<file path="src/rtl/vga_pattern_gen_if.sv">
// vga_pattern_gen_if: mode-control inputs and registered video outputs of the pattern generator
//   key_n, mode_in, mode_load : button and direct-load mode requests (into the generator)
//   hs, vs, de, r, g, b       : sync, active-video enable and colour channels (out of the generator)
//   frame_start, mode         : first-cycle-of-frame pulse and currently displayed mode
//   master = generator side, slave = board/bench side
interface vga_pattern_gen_if #(parameter int BPC = 6);
  logic key_n;
  logic [3:0] mode_in;
  logic mode_load;
  logic hs, vs, de;
  logic [BPC-1:0] r, g, b;
  logic frame_start;
  logic [3:0] mode;
  modport master (input key_n, mode_in, mode_load, output hs, vs, de, r, g, b, frame_start, mode);
  modport slave (output key_n, mode_in, mode_load, input hs, vs, de, r, g, b, frame_start, mode);
endinterface

</file>
<file path="src/rtl/vga_pattern_gen.sv">
// vga_pattern_gen: parametrised VGA timing and 14-mode test-pattern generator
//   clk  : pixel clock
//   rstn : asynchronous active-low reset
//   bus  : vga_pattern_gen_if.master (key_n, mode_in, mode_load in; hs, vs, de, r, g, b, frame_start, mode out)
//   Optional moving white box overlay when VGA_PATTERN_BOX_EN is defined (parameter BOX_SIZE).
module vga_pattern_gen #(
  parameter int H_ACT = 1024,
  parameter int H_FP = 24,
  parameter int H_SYNC = 136,
  parameter int H_BP = 160,
  parameter int V_ACT = 768,
  parameter int V_FP = 3,
  parameter int V_SYNC = 6,
  parameter int V_BP = 29,
  parameter bit HS_POL = 1'b0,
  parameter bit VS_POL = 1'b0,
  parameter int BPC = 6,
  parameter int GRAD_SHIFT = 2,
  parameter int GRID_S = 4,
  parameter int GRID_L = 6,
  parameter int DEBOUNCE_CYC = 90000
`ifdef VGA_PATTERN_BOX_EN
  , parameter int BOX_SIZE = 32
`endif
) (
  input logic clk,
  input logic rstn,
  vga_pattern_gen_if.master bus
);
  localparam int H_TOT = H_SYNC + H_BP + H_ACT + H_FP;
  localparam int V_TOT = V_SYNC + V_BP + V_ACT + V_FP;
  localparam int HW = $clog2(H_TOT);
  localparam int VW = $clog2(V_TOT);
  localparam int H0 = H_SYNC + H_BP;
  localparam int V0 = V_SYNC + V_BP;
  localparam int CW = $clog2(DEBOUNCE_CYC + 1);
  // coordinates are zero-extended wide enough that gradient/grid bits above them read as 0
  localparam int E = HW + VW + GRAD_SHIFT + BPC + GRID_L;
  localparam int W = H_ACT / 8;
  localparam logic [BPC-1:0] F = '1;
  localparam logic [BPC-1:0] HV = {1'b1, {(BPC-1){1'b0}}};
  logic [HW-1:0] h;
  logic [VW-1:0] v;
  logic h_end, v_end, de_n, fs_n;
  logic [E-1:0] x, y;
  logic [BPC-1:0] gx, gy, pr, pg, pb;
  logic [3:0] bar, pend;
  logic k1, k2, step, in_box;
  logic [CW-1:0] dcnt;
  always_comb begin
    h_end = h == HW'(H_TOT - 1);
    v_end = v == VW'(V_TOT - 1);
    fs_n = h == '0 && v == '0;
    de_n = h >= HW'(H0) && h < HW'(H0 + H_ACT) && v >= VW'(V0) && v < VW'(V0 + V_ACT);
    x = E'(h) - E'(H0);
    y = E'(v) - E'(V0);
    gx = x[GRAD_SHIFT +: BPC];
    gy = y[GRAD_SHIFT +: BPC];
  end
  always_ff @(posedge clk or negedge rstn)
    if (!rstn) begin
      h <= '0;
      v <= '0;
    end else begin
      h <= h_end ? '0 : h + HW'(1);
      if (h_end) v <= v_end ? '0 : v + VW'(1);
    end
  // bar index = number of bar boundaries at or left of x; 8 means past the last full bar
  always_comb begin
    bar = '0;
    for (int k = 1; k <= 8; k++) if (x >= E'(k * W)) bar = bar + 4'd1;
  end
  always_comb begin
    pr = '0;
    pg = '0;
    pb = '0;
    case (bus.mode)
      4'd1, 4'd14, 4'd15: {pr, pg, pb} = {3{F}};
      4'd2: pr = F;
      4'd3: pg = F;
      4'd4: pb = F;
      4'd5: {pr, pg, pb} = x[GRID_S] == y[GRID_S] ? {3{F}} : '0;
      4'd6: {pr, pg, pb} = x[GRID_L] == y[GRID_L] ? {3{F}} : '0;
      4'd7: {pr, pg, pb} = {3{gx}};
      4'd8: {pr, pg, pb} = {3{gy}};
      4'd9: pr = gx;
      4'd10: pg = gx;
      4'd11: pb = gx;
      4'd12:
        case (bar)
          4'd0: pr = F;
          4'd1: pg = F;
          4'd2: pb = F;
          4'd3: {pr, pb} = {F, F};
          4'd4: {pr, pg} = {F, F};
          4'd5: {pg, pb} = {F, F};
          4'd6: {pr, pg, pb} = {3{F}};
          4'd7: {pr, pg} = {F, HV};
          default: ;
        endcase
      4'd13: {pr, pg, pb} = x == '0 || x == E'(H_ACT - 1) || y == '0 || y == E'(V_ACT - 1) ? {3{F}} : '0;
      default: ;
    endcase
  end
`ifdef VGA_PATTERN_BOX_EN
  logic [E-1:0] bx, by;
  logic dx, dy, ndx, ndy;
  always_comb begin
    ndx = dx ? bx != E'(H_ACT - BOX_SIZE) : bx == '0;
    ndy = dy ? by != E'(V_ACT - BOX_SIZE) : by == '0;
    in_box = x >= bx && x < bx + E'(BOX_SIZE) && y >= by && y < by + E'(BOX_SIZE);
  end
  // steps on the last cycle of a frame so each frame, the first included, draws at its own position
  always_ff @(posedge clk or negedge rstn)
    if (!rstn) begin
      bx <= '0;
      by <= '0;
      dx <= 1'b1;
      dy <= 1'b1;
    end else if (h_end && v_end) begin
      dx <= ndx;
      dy <= ndy;
      bx <= ndx ? bx + E'(1) : bx - E'(1);
      by <= ndy ? by + E'(1) : by - E'(1);
    end
`else
  assign in_box = 1'b0;
`endif
  assign step = !k2 && dcnt == CW'(DEBOUNCE_CYC - 1);
  always_ff @(posedge clk or negedge rstn)
    if (!rstn) begin
      k1 <= 1'b1;
      k2 <= 1'b1;
      dcnt <= '0;
      pend <= '0;
      bus.mode <= '0;
    end else begin
      k1 <= bus.key_n;
      k2 <= k1;
      dcnt <= k2 ? '0 : dcnt == CW'(DEBOUNCE_CYC) ? dcnt : dcnt + CW'(1);
      pend <= bus.mode_load ? bus.mode_in : step ? (pend == 4'd13 ? 4'd0 : pend + 4'd1) : pend;
      if (fs_n) bus.mode <= pend;
    end
  always_ff @(posedge clk or negedge rstn)
    if (!rstn) begin
      bus.hs <= !HS_POL;
      bus.vs <= !VS_POL;
      bus.de <= 1'b0;
      bus.frame_start <= 1'b0;
      {bus.r, bus.g, bus.b} <= '0;
    end else begin
      bus.hs <= (h < HW'(H_SYNC)) ~^ HS_POL;
      bus.vs <= (v < VW'(V_SYNC)) ~^ VS_POL;
      bus.de <= de_n;
      bus.frame_start <= fs_n;
      {bus.r, bus.g, bus.b} <= !de_n ? '0 : in_box ? {3{F}} : {pr, pg, pb};
    end
endmodule

</file>
<file path="src/flat_wrapper.sv">
// flat-port wrapper written by rule: the top's interface ports become plain ports
module vga_pattern_gen_flat 
#(
  parameter int H_ACT = 1024,
  parameter int H_FP = 24,
  parameter int H_SYNC = 136,
  parameter int H_BP = 160,
  parameter int V_ACT = 768,
  parameter int V_FP = 3,
  parameter int V_SYNC = 6,
  parameter int V_BP = 29,
  parameter bit HS_POL = 1'b0,
  parameter bit VS_POL = 1'b0,
  parameter int BPC = 6,
  parameter int GRAD_SHIFT = 2,
  parameter int GRID_S = 4,
  parameter int GRID_L = 6,
  parameter int DEBOUNCE_CYC = 90000

)
  (clk, rstn, bus_key_n, bus_mode_in, bus_mode_load, bus_hs, bus_vs, bus_de, bus_r, bus_g, bus_b, bus_frame_start, bus_mode);
  vga_pattern_gen_if #(.BPC(BPC)) bus_i ();
  input logic clk;
  input logic rstn;
  input wire logic [$bits(bus_i.key_n)-1:0] bus_key_n;
  input wire logic [$bits(bus_i.mode_in)-1:0] bus_mode_in;
  input wire logic [$bits(bus_i.mode_load)-1:0] bus_mode_load;
  output wire logic [$bits(bus_i.hs)-1:0] bus_hs;
  output wire logic [$bits(bus_i.vs)-1:0] bus_vs;
  output wire logic [$bits(bus_i.de)-1:0] bus_de;
  output wire logic [$bits(bus_i.r)-1:0] bus_r;
  output wire logic [$bits(bus_i.g)-1:0] bus_g;
  output wire logic [$bits(bus_i.b)-1:0] bus_b;
  output wire logic [$bits(bus_i.frame_start)-1:0] bus_frame_start;
  output wire logic [$bits(bus_i.mode)-1:0] bus_mode;
  assign bus_i.key_n = bus_key_n;
  assign bus_i.mode_in = bus_mode_in;
  assign bus_i.mode_load = bus_mode_load;
  assign bus_hs = bus_i.hs;
  assign bus_vs = bus_i.vs;
  assign bus_de = bus_i.de;
  assign bus_r = bus_i.r;
  assign bus_g = bus_i.g;
  assign bus_b = bus_i.b;
  assign bus_frame_start = bus_i.frame_start;
  assign bus_mode = bus_i.mode;
  vga_pattern_gen #(.H_ACT(H_ACT), .H_FP(H_FP), .H_SYNC(H_SYNC), .H_BP(H_BP), .V_ACT(V_ACT), .V_FP(V_FP), .V_SYNC(V_SYNC), .V_BP(V_BP), .HS_POL(HS_POL), .VS_POL(VS_POL), .BPC(BPC), .GRAD_SHIFT(GRAD_SHIFT), .GRID_S(GRID_S), .GRID_L(GRID_L), .DEBOUNCE_CYC(DEBOUNCE_CYC)) u_core (.clk(clk), .rstn(rstn), .bus(bus_i));
endmodule
</file>
<file path="config.mk">
export PLATFORM = sky130hd
export DESIGN_NAME = vga_pattern_gen_flat
export DESIGN_NICKNAME = d
export VERILOG_FILES = /design/src/rtl/vga_pattern_gen_if.sv /design/src/rtl/vga_pattern_gen.sv /design/src/flat_wrapper.sv
export SDC_FILE = /design/constraint.sdc
export NUM_CORES = 1
export LEC_CHECK = 0
export CAP_MARGIN = 20
export CORE_MARGIN = 5
export CORE_UTILIZATION = 64
export DETAILED_ROUTE_END_ITERATION = 7
export PLACE_DENSITY_LB_ADDON = 0.12
export SETUP_SLACK_MARGIN = 0.2
export SYNTH_ARGS = -nofsm -noshare
export SYNTH_HDL_FRONTEND = slang
export SYNTH_SLANG_ARGS = --single-unit
</file>
<file path="constraint.sdc">
create_clock -name clk -period 12.25 [get_ports clk]
set_clock_uncertainty 0.2 [all_clocks]
set_input_delay 1.225 -clock clk [delete_from_list [all_inputs] [get_ports clk]]
set_output_delay 1.225 -clock clk [all_outputs]
set_load 0.01 [all_outputs]
</file>
# After elaboration in Yosys (flattened, before gate mapping)
# Index checks and enable logic that the tools add are counted.
[word_totals]
register_bits = 70
latchBits = 0
ramBits = 0
rom_bits = 0
input_bits = 8
output_inout_bits = 26
wordCells = 124
n_memories = 0
[classes]
add_sub_neg = 13
multipliers = 0
div_mod_pow = 0
magnitude_cmp = 14
eq_ne = 32
shift = 0
muxes = 25
bitwise_logic = 2
n_reduce_logical = 24
[ops]
columns = ["cell", "n"]
rows = [
  ["35-bit by 10-bit greater-or-equal comparator with 1-bit output, second input constant", 4],
  ["6-bit one-hot mux with 7 select lines", 3],
  ["18-bit two-way mux", 4],
  ["35-bit by 10-bit equality test with 1-bit output, second input constant", 2],
  ["35-bit by 9-bit greater-or-equal comparator with 1-bit output, second input constant", 2],
  ["35-bit zero test", 2],
  ["4-bit two-way mux", 10],
  ["4-bit equality test, second input constant", 9],
  ["35-bit by 11-bit greater-or-equal comparator with 1-bit output, second input constant", 1],
  ["35-bit by 8-bit greater-or-equal comparator with 1-bit output, second input constant", 1],
  ["17-bit equality test, second input constant", 2],
  ["17-bit two-way mux", 2],
  ["4-bit by 3-bit equality test with 1-bit output, second input constant", 8],
  ["4-bit by 1-bit adder with 4-bit output, second input constant", 7],
  ["4-bit OR reduction", 5],
  ["17-bit by 1-bit adder with 17-bit output, second input constant", 1],
  ["4-bit by 2-bit equality test with 1-bit output, second input constant", 4],
  ["6-bit two-way mux", 2],
  ["6-bit one-hot mux with 2 select lines", 1],
  ["11-bit by 9-bit subtractor with 12-bit output, second input constant", 1],
  ["11-bit by 1-bit adder with 11-bit output, second input constant", 1],
  ["11-bit equality test, second input constant", 1],
  ["11-bit by 9-bit greater-or-equal comparator with 1-bit output, second input constant", 1],
  ["11-bit zero test", 1],
  ["other kinds (24)", 35],
]

# Depth between registers and ports, before layout
[logic_depth]
word_depth = 22
ltp_mapped = 33
depth_no_buf = 32

# Worst setup path before layout
# OpenSTA, ideal clock, no wires.
[synth_timing]
path_kind = "flip-flop to flip-flop"
start = "register u_core.h[3]"
end = "register u_core.bus.r[4]"
setup_time_ns = 0.091
t_arrival_ns = 5.801
required_time_ns = 11.959
setup_slack_ns = 6.158
path_stages_with_launch = 32
path_buffers = 1
synth_period_minus_slack_ns = 6.092
cell_sequence = "dfrtp_1 -> buf_2 -> inv_1 -> ha_1 -> nor2b_2 -> a21o_1 -> a32oi_1 -> or3_1 -> inv_1 -> ha_1 -> xnor2_1 -> ha_1 -> nor2_1 -> a21boi_0 -> ha_1 -> and3_1 -> a21o_1 -> ha_1 -> a21boi_0 -> a221oi_1 -> inv_1 -> ha_1 -> nand2_1 -> o21ai_0 -> ha_1 -> nor2b_1 -> o21ai_0 -> o21ai_0 -> or2_2 -> a41oi_1 -> o21ai_2 -> a41oi_1"
[synth_via]
elab_chain_cells = 22
word_cells_on_any_way = 48
cone_classes = "8 x add/sub; 10 x order compare; 7 x eq/ne; 14 x mux; 9 x reduce/logical"
[synth_lines]
columns = ["element", "line", "source"]
rows = [
  ["start: declaration", "vga_pattern_gen.sv:42", "logic [HW-1:0] h;"],
  ["start signal: assignment", "vga_pattern_gen.sv:65", "h <= h_end ? '0 : h + HW'(1);"],
  ["11-bit by 9-bit subtractor with 12-bit output", "vga_pattern_gen.sv:55", "x = E'(h) - E'(H0);"],
  ["35-bit by 8-bit greater-or-equal comparator with 1-bit output", "vga_pattern_gen.sv:71", "for (int k = 1; k <= 8; k++) if (x >= E'(k * W)) bar = bar + 4'd1;"],
  ["1-bit two-way mux", "vga_pattern_gen.sv:71", ""],
  ["1-bit by 1-bit adder with 2-bit output", "vga_pattern_gen.sv:71", ""],
  ["4-bit two-way mux", "vga_pattern_gen.sv:71", ""],
  ["4-bit by 1-bit adder with 4-bit output", "vga_pattern_gen.sv:71", ""],
  ["4-bit two-way mux", "vga_pattern_gen.sv:71", ""],
  ["4-bit by 1-bit adder with 4-bit output", "vga_pattern_gen.sv:71", ""],
  ["[... 6 more ...]", "-", ""],
  ["4-bit two-way mux", "vga_pattern_gen.sv:71", ""],
  ["4-bit by 1-bit adder with 4-bit output", "vga_pattern_gen.sv:71", ""],
  ["4-bit two-way mux", "vga_pattern_gen.sv:71", ""],
  ["4-bit by 3-bit equality test with 1-bit output, or another cell as far along", "vga_pattern_gen.sv:90", "case (bar)"],
  ["5-bit OR reduction (no source line)", "-", ""],
  ["6-bit two-way mux", "vga_pattern_gen.sv:90", ""],
  ["6-bit one-hot mux with 7 select lines", "vga_pattern_gen.sv:77", "case (bus.mode)"],
  ["18-bit two-way mux (*)", "vga_pattern_gen.sv:156", "{bus.r, bus.g, bus.b} <= !de_n ? '0 : in_box ? {3{F}} : {pr, pg, pb};"],
  ["end signal: assignment", "vga_pattern_gen.sv:156", ""],
  ["end: declaration", "vga_pattern_gen_if.sv:14", "modport master (input key_n, mode_in, mode_load, output hs, vs, de, r, g, b, frame_start, mode);"],
]
# Mark *: on every way between the ends. The rest lies on a longest branch, timed or not.
# A chain may end at the register's enable or synchronous reset.

# Worst setup path after layout
[layout_timing]
start = "register u_core.h[3]"
end = "register u_core.bus.g[4]"
[layout_via]
elab_chain_cells = 22
word_cells_on_any_way = 48
cone_classes = "8 x add/sub; 10 x order compare; 8 x eq/ne; 14 x mux; 8 x reduce/logical"
[layout_lines]
columns = ["element", "line"]
rows = [
  ["11-bit by 9-bit subtractor with 12-bit output", "vga_pattern_gen.sv:55"],
  ["35-bit by 8-bit greater-or-equal comparator with 1-bit output", "vga_pattern_gen.sv:71"],
  ["1-bit two-way mux", "vga_pattern_gen.sv:71"],
  ["1-bit by 1-bit adder with 2-bit output", "vga_pattern_gen.sv:71"],
  ["4-bit two-way mux", "vga_pattern_gen.sv:71"],
  ["4-bit by 1-bit adder with 4-bit output", "vga_pattern_gen.sv:71"],
  ["4-bit two-way mux", "vga_pattern_gen.sv:71"],
  ["4-bit by 1-bit adder with 4-bit output", "vga_pattern_gen.sv:71"],
  ["[... 6 more ...]", "-"],
  ["4-bit two-way mux", "vga_pattern_gen.sv:71"],
  ["4-bit by 1-bit adder with 4-bit output", "vga_pattern_gen.sv:71"],
  ["4-bit two-way mux", "vga_pattern_gen.sv:71"],
  ["4-bit by 1-bit equality test with 1-bit output / 4-bit by 3-bit equality test with 1-bit output (equally long branches)", "vga_pattern_gen.sv:90"],
  ["4-bit OR reduction (no source line)", "-"],
  ["6-bit one-hot mux with 2 select lines", "vga_pattern_gen.sv:90"],
  ["6-bit one-hot mux with 7 select lines", "vga_pattern_gen.sv:77"],
  ["18-bit two-way mux (*)", "vga_pattern_gen.sv:156"],
  ["end signal: assignment", "vga_pattern_gen.sv:156"],
  ["end: declaration", "vga_pattern_gen_if.sv:14"],
]
# Marks and branches as above.

==> impl_metrics.py <==
metrics = {
    "finish": {
        "finalNetCount": 621,
        "layout.cells.most_common": "sky130_fd_sc_hd__dfrtp_1",
        "antenna_cells": 0,
        "postLayoutCoreUtil_pct": 71.5,
        "layout-area-overhead-vs-synth_pct": 10.9,
        "layout-drive-gt1-share_pct": 7.35,
        "final_cell_count_no_fill": 701,
        "fillers": 594,
        "layout.cells.most_common_list": "sky130_fd_sc_hd__dfrtp_1, sky130_fd_sc_hd__nor2_1, sky130_fd_sc_hd__nand2_1",
    },
    "die": {
        "io_pins": 34,
        "die_width_um": 97.6,
        "initial_utilization_pct": 64.5,
        "row_count": 32,
        "die_span_in_y_um": 97.6,
        "floorplan.core_area_um2": 7610,
        "dieArea_um2": 9520,
    },
    "sta": {
        "setup_tns_ps": 0,
        "grt_setup_unrepaired": "no",
        "fin_crit_sh_pct": 58.1,
        "timing.final.hold_violations": 0,
        "maxSlewViolCount": 0,
        "max-slew-margin-rel_pct": 32.9,
        "fmax_ghz": 0.141,
        "timing.final.ws_setup_ps": 5140,
        "worst_pin_slew_ps": 993,
        "timing.final.crit_period_ps": 7110,
        "setup_violations": 0,
        "finalHoldWorstSlack_ps": 160,
    },
    "yosys": {
        "syn_inst": 575,
        "synth_edf_count": 0,
        "synth.ff_latch_count": 70,
        "post_syn_area_per_cell_um2": 8.53,
        "yosysWarningCount": 0,
        "yosysSeqAreaShare_pct": 35.8,
        "synth.cell_area_um2": 4910,
        "synthArstFlopShare_pct": 100,
        "synthesis.nets": 602,
        "ys_dominant_reg_cell": "sky130_fd_sc_hd__dfrtp_1",
        "synth_cell_types": 79,
    },
    "run": {
        "max-cap-violations": 0,
    },
    "place": {
        "place.detailed.instances": 685,
        "dp.final_hpwl_um": 8460,
        "placement.io_buffers": 33,
        "place.gp.congestion": 0.952,
        "placement.setup.worst_slack_ps": 5300,
    },
    "global_routing": {
        "global_route_wire_length_before_repair_um": 19300,
        "antenna_found_initial": 0,
        "grt_remaining_overflow": 0,
        "groute.usage.overall_pct": 24.4,
        "grt_max_degree": 71,
        "number_of_global_route_vias_before_repair": 4042,
    },
    "hold_path": {
        "min_path_type": "reg2reg",
        "holdCritStartpoint": "u_core.k1",
        "hold_end": "u_core.k2",
        "min_path_cells": 0,
    },
    "cts": {
        "clock_root_buffer": "sky130_fd_sc_hd__clkbuf_8",
        "worst_setup_hold_path_clk_slew_ps": 80,
        "numClockSinks": 70,
        "cts.path.max_buffers": 2,
        "tritoncts": "built",
        "post_cts_resized": 0,
        "cts_hold_buf": 0,
        "number_of_buffers_inserted_during_clock_tree_synthesis": 9,
        "clock_insertion_delay_worst_skew_ps": 350,
        "clock_tree.htree_level_count": 3,
        "buffers_inserted_during_post_cts_setup_optimization": 0,
    },
    "drt": {
        "drc": 0,
        "drt-pass1-iter-count": 5,
        "sum_of_routed_wire_length_over_all_layers_um": 11300,
        "drt-wirelength-per-cell_um": 16.1,
        "detailroute.via_count": 4364,
        "detail_route.vias_per_cell": 6.23,
        "ant_nets": 0,
        "drtIter0Drc": 204,
    },
    "worst_setup_path": {
        "timing.critical_path.from_type": "flop",
        "crit_type": "reg2reg",
        "worstReg2RegStart": "u_core.h[3]",
        "cp_common_cell": "sky130_fd_sc_hd__ha_1",
        "crit_path_end_kind": "flop",
        "cp.arrival_ps": 7170,
        "cp_slowest_cell": "sky130_fd_sc_hd__dfrtp_1",
        "slowest_delay_ps": 560,
        "r2r_end": "u_core.bus.g[4]",
        "cp.required_ps": 12310,
        "rrSetupSlack_ps": 5140,
        "critical_path_peak_fanout": 12,
        "r2r.worst_path.cells": 29,
    },
    "pwr": {
        "leakagePower_nw": 2.27,
        "power.density_cell_area_nw_per_um2": 80.4,
        "vdd_ir_drop_max_mv": 0.0581,
    },
    "outcome": {
        "status": "complete, no violations",
    },
}
## synthesized netlist by cell type, types with 3 or more instances
cell type | n | share of area (%)
sky130_fd_sc_hd__nor4_1 | 5 | 0.64
sky130_fd_sc_hd__dfstp_2 | 4 | 2.1
sky130_fd_sc_hd__nor2_1 | 55 | 4.2
sky130_fd_sc_hd__a22oi_1 | 4 | 0.61
sky130_fd_sc_hd__xnor2_1 | 25 | 4.5
sky130_fd_sc_hd__a41oi_1 | 4 | 0.71
sky130_fd_sc_hd__nor3_1 | 15 | 1.5
sky130_fd_sc_hd__nand3b_1 | 3 | 0.46
sky130_fd_sc_hd__mux2i_1 | 8 | 1.6
sky130_fd_sc_hd__dfrtp_1 | 66 | 34
sky130_fd_sc_hd__xor2_1 | 20 | 3.6
sky130_fd_sc_hd__nor3b_1 | 3 | 0.46
sky130_fd_sc_hd__or3_1 | 3 | 0.38
sky130_fd_sc_hd__o21ai_1 | 4 | 0.41
sky130_fd_sc_hd__nand2b_1 | 9 | 1.1
sky130_fd_sc_hd__inv_1 | 24 | 1.8
sky130_fd_sc_hd__nand2_1 | 51 | 3.9
sky130_fd_sc_hd__buf_1 | 3 | 0.23
sky130_fd_sc_hd__nand4_1 | 16 | 2.0
sky130_fd_sc_hd__and3_1 | 10 | 1.3
sky130_fd_sc_hd__a211oi_1 | 3 | 0.46
sky130_fd_sc_hd__a21o_1 | 5 | 0.76
sky130_fd_sc_hd__or4_1 | 3 | 0.46
sky130_fd_sc_hd__o31ai_1 | 5 | 0.76
sky130_fd_sc_hd__nand3_1 | 30 | 3.1
sky130_fd_sc_hd__a21boi_0 | 6 | 0.92
sky130_fd_sc_hd__a21oi_1 | 29 | 3.0
sky130_fd_sc_hd__and2_1 | 7 | 0.89
sky130_fd_sc_hd__a31oi_1 | 19 | 2.4
sky130_fd_sc_hd__clkbuf_1 | 20 | 1.5
sky130_fd_sc_hd__o21ai_0 | 25 | 2.5
sky130_fd_sc_hd__or2_2 | 3 | 0.38
sky130_fd_sc_hd__ha_1 | 19 | 4.8
sky130_fd_sc_hd__o21a_1 | 4 | 0.61
sky130_fd_sc_hd__nor2b_1 | 11 | 1.4
## power breakdown
part,internal [mW],switching [mW]
Combinational,0.00973,0.0142
Clock,0.0796,0.0928
Sequential,0.234,0.00702
## critical path, delay by kind of cell, from the launching register on
family | cells | cell delay (ps)
AO/OA/AOI/OAI | 10 | 2370
XOR/XNOR | 2 | 340
adder cells (fa/ha/maj) | 7 | 2010
buffers and inverters | 3 | 330
flip-flops | 1 | 560
AND/OR/NAND/NOR | 7 | 1200
## kinds of logic after synthesis
logic type	share of synthesized area [%]
XOR/XNOR	8.36
buffers and inverters	4.16
AO/OA/AOI/OAI	19.1
adder cells (fa/ha/maj)	4.84
AND/OR/NAND/NOR	25.6
flip-flops	35.8
multiplexers	2.09
## sequential cells by signal (all words and copies together) (netlist names)
signal	count
u_core.bus.r	6
u_core.bus.hs	1
u_core.bus.de	1
u_core.h	11
u_core.pend	4
u_core.bus.g	6
u_core.bus.mode	4
u_core.bus.b	6
u_core.v	10
u_core.bus.frame_start	1
u_core.dcnt	17
u_core.k2	1
u_core.bus.vs	1
u_core.k1	1
## final cells by class
| cell class | count | area (um^2) | share of cell area [%] |
|---|---|---|---|
| Inverter | 25 | 93.8 | 1.72 |
| Clock buffer | 10 | 138 | 2.53 |
| Tap cell | 102 | 128 | 2.35 |
| Multi-Input combinational cell | 454 | 2950 | 54.2 |
| Clock inverter | 6 | 45.0 | 0.828 |
| Sequential cell | 70 | 1760 | 32.3 |
| Timing Repair Buffer | 34 | 333 | 6.12 |
## worst max path at each step
stage,startpoint,endpoint,slack (ps),depth (start not counted)
2_1_floorplan,u_core.h[3],u_core.bus.r[4],6160,31
3_3_place_gp,u_core.h[3],u_core.bus.g[2],5760,29
3_5_place_dp,u_core.h[3],u_core.bus.g[4],5300,28
4_1_cts,u_core.h[3],u_core.bus.g[4],5250,28
5_1_grt,u_core.h[3],u_core.bus.g[4],4590,29
6_report,u_core.h[3],u_core.bus.g[4],5140,29
## through the flow
stage                     power, mW  cell area, um^2
after global routing          0.456             5440
after CTS                     0.440             5440
final                         0.438             5440
after floorplan               0.257             4910
after global placement        0.269             5260
after detailed placement      0.270             5260
## per-layer routing
| layer | wire length (um) | vias to the layer above | GRT usage, % | share of wire (%) |
|---|---|---|---|---|
| met5 | 0 | - | 0 | 0 |
| met4 | 184 | 0 | 5.86 | 1.6 |
| met2 | 5090 | 172 | 37.2 | 45 |
| li1 | - | 2116 | - | - |
| met1 | 5200 | 2057 | 35.1 | 46 |
| met3 | 836 | 19 | 6.03 | 7.4 |
Power figures use the tool's default switching activity.
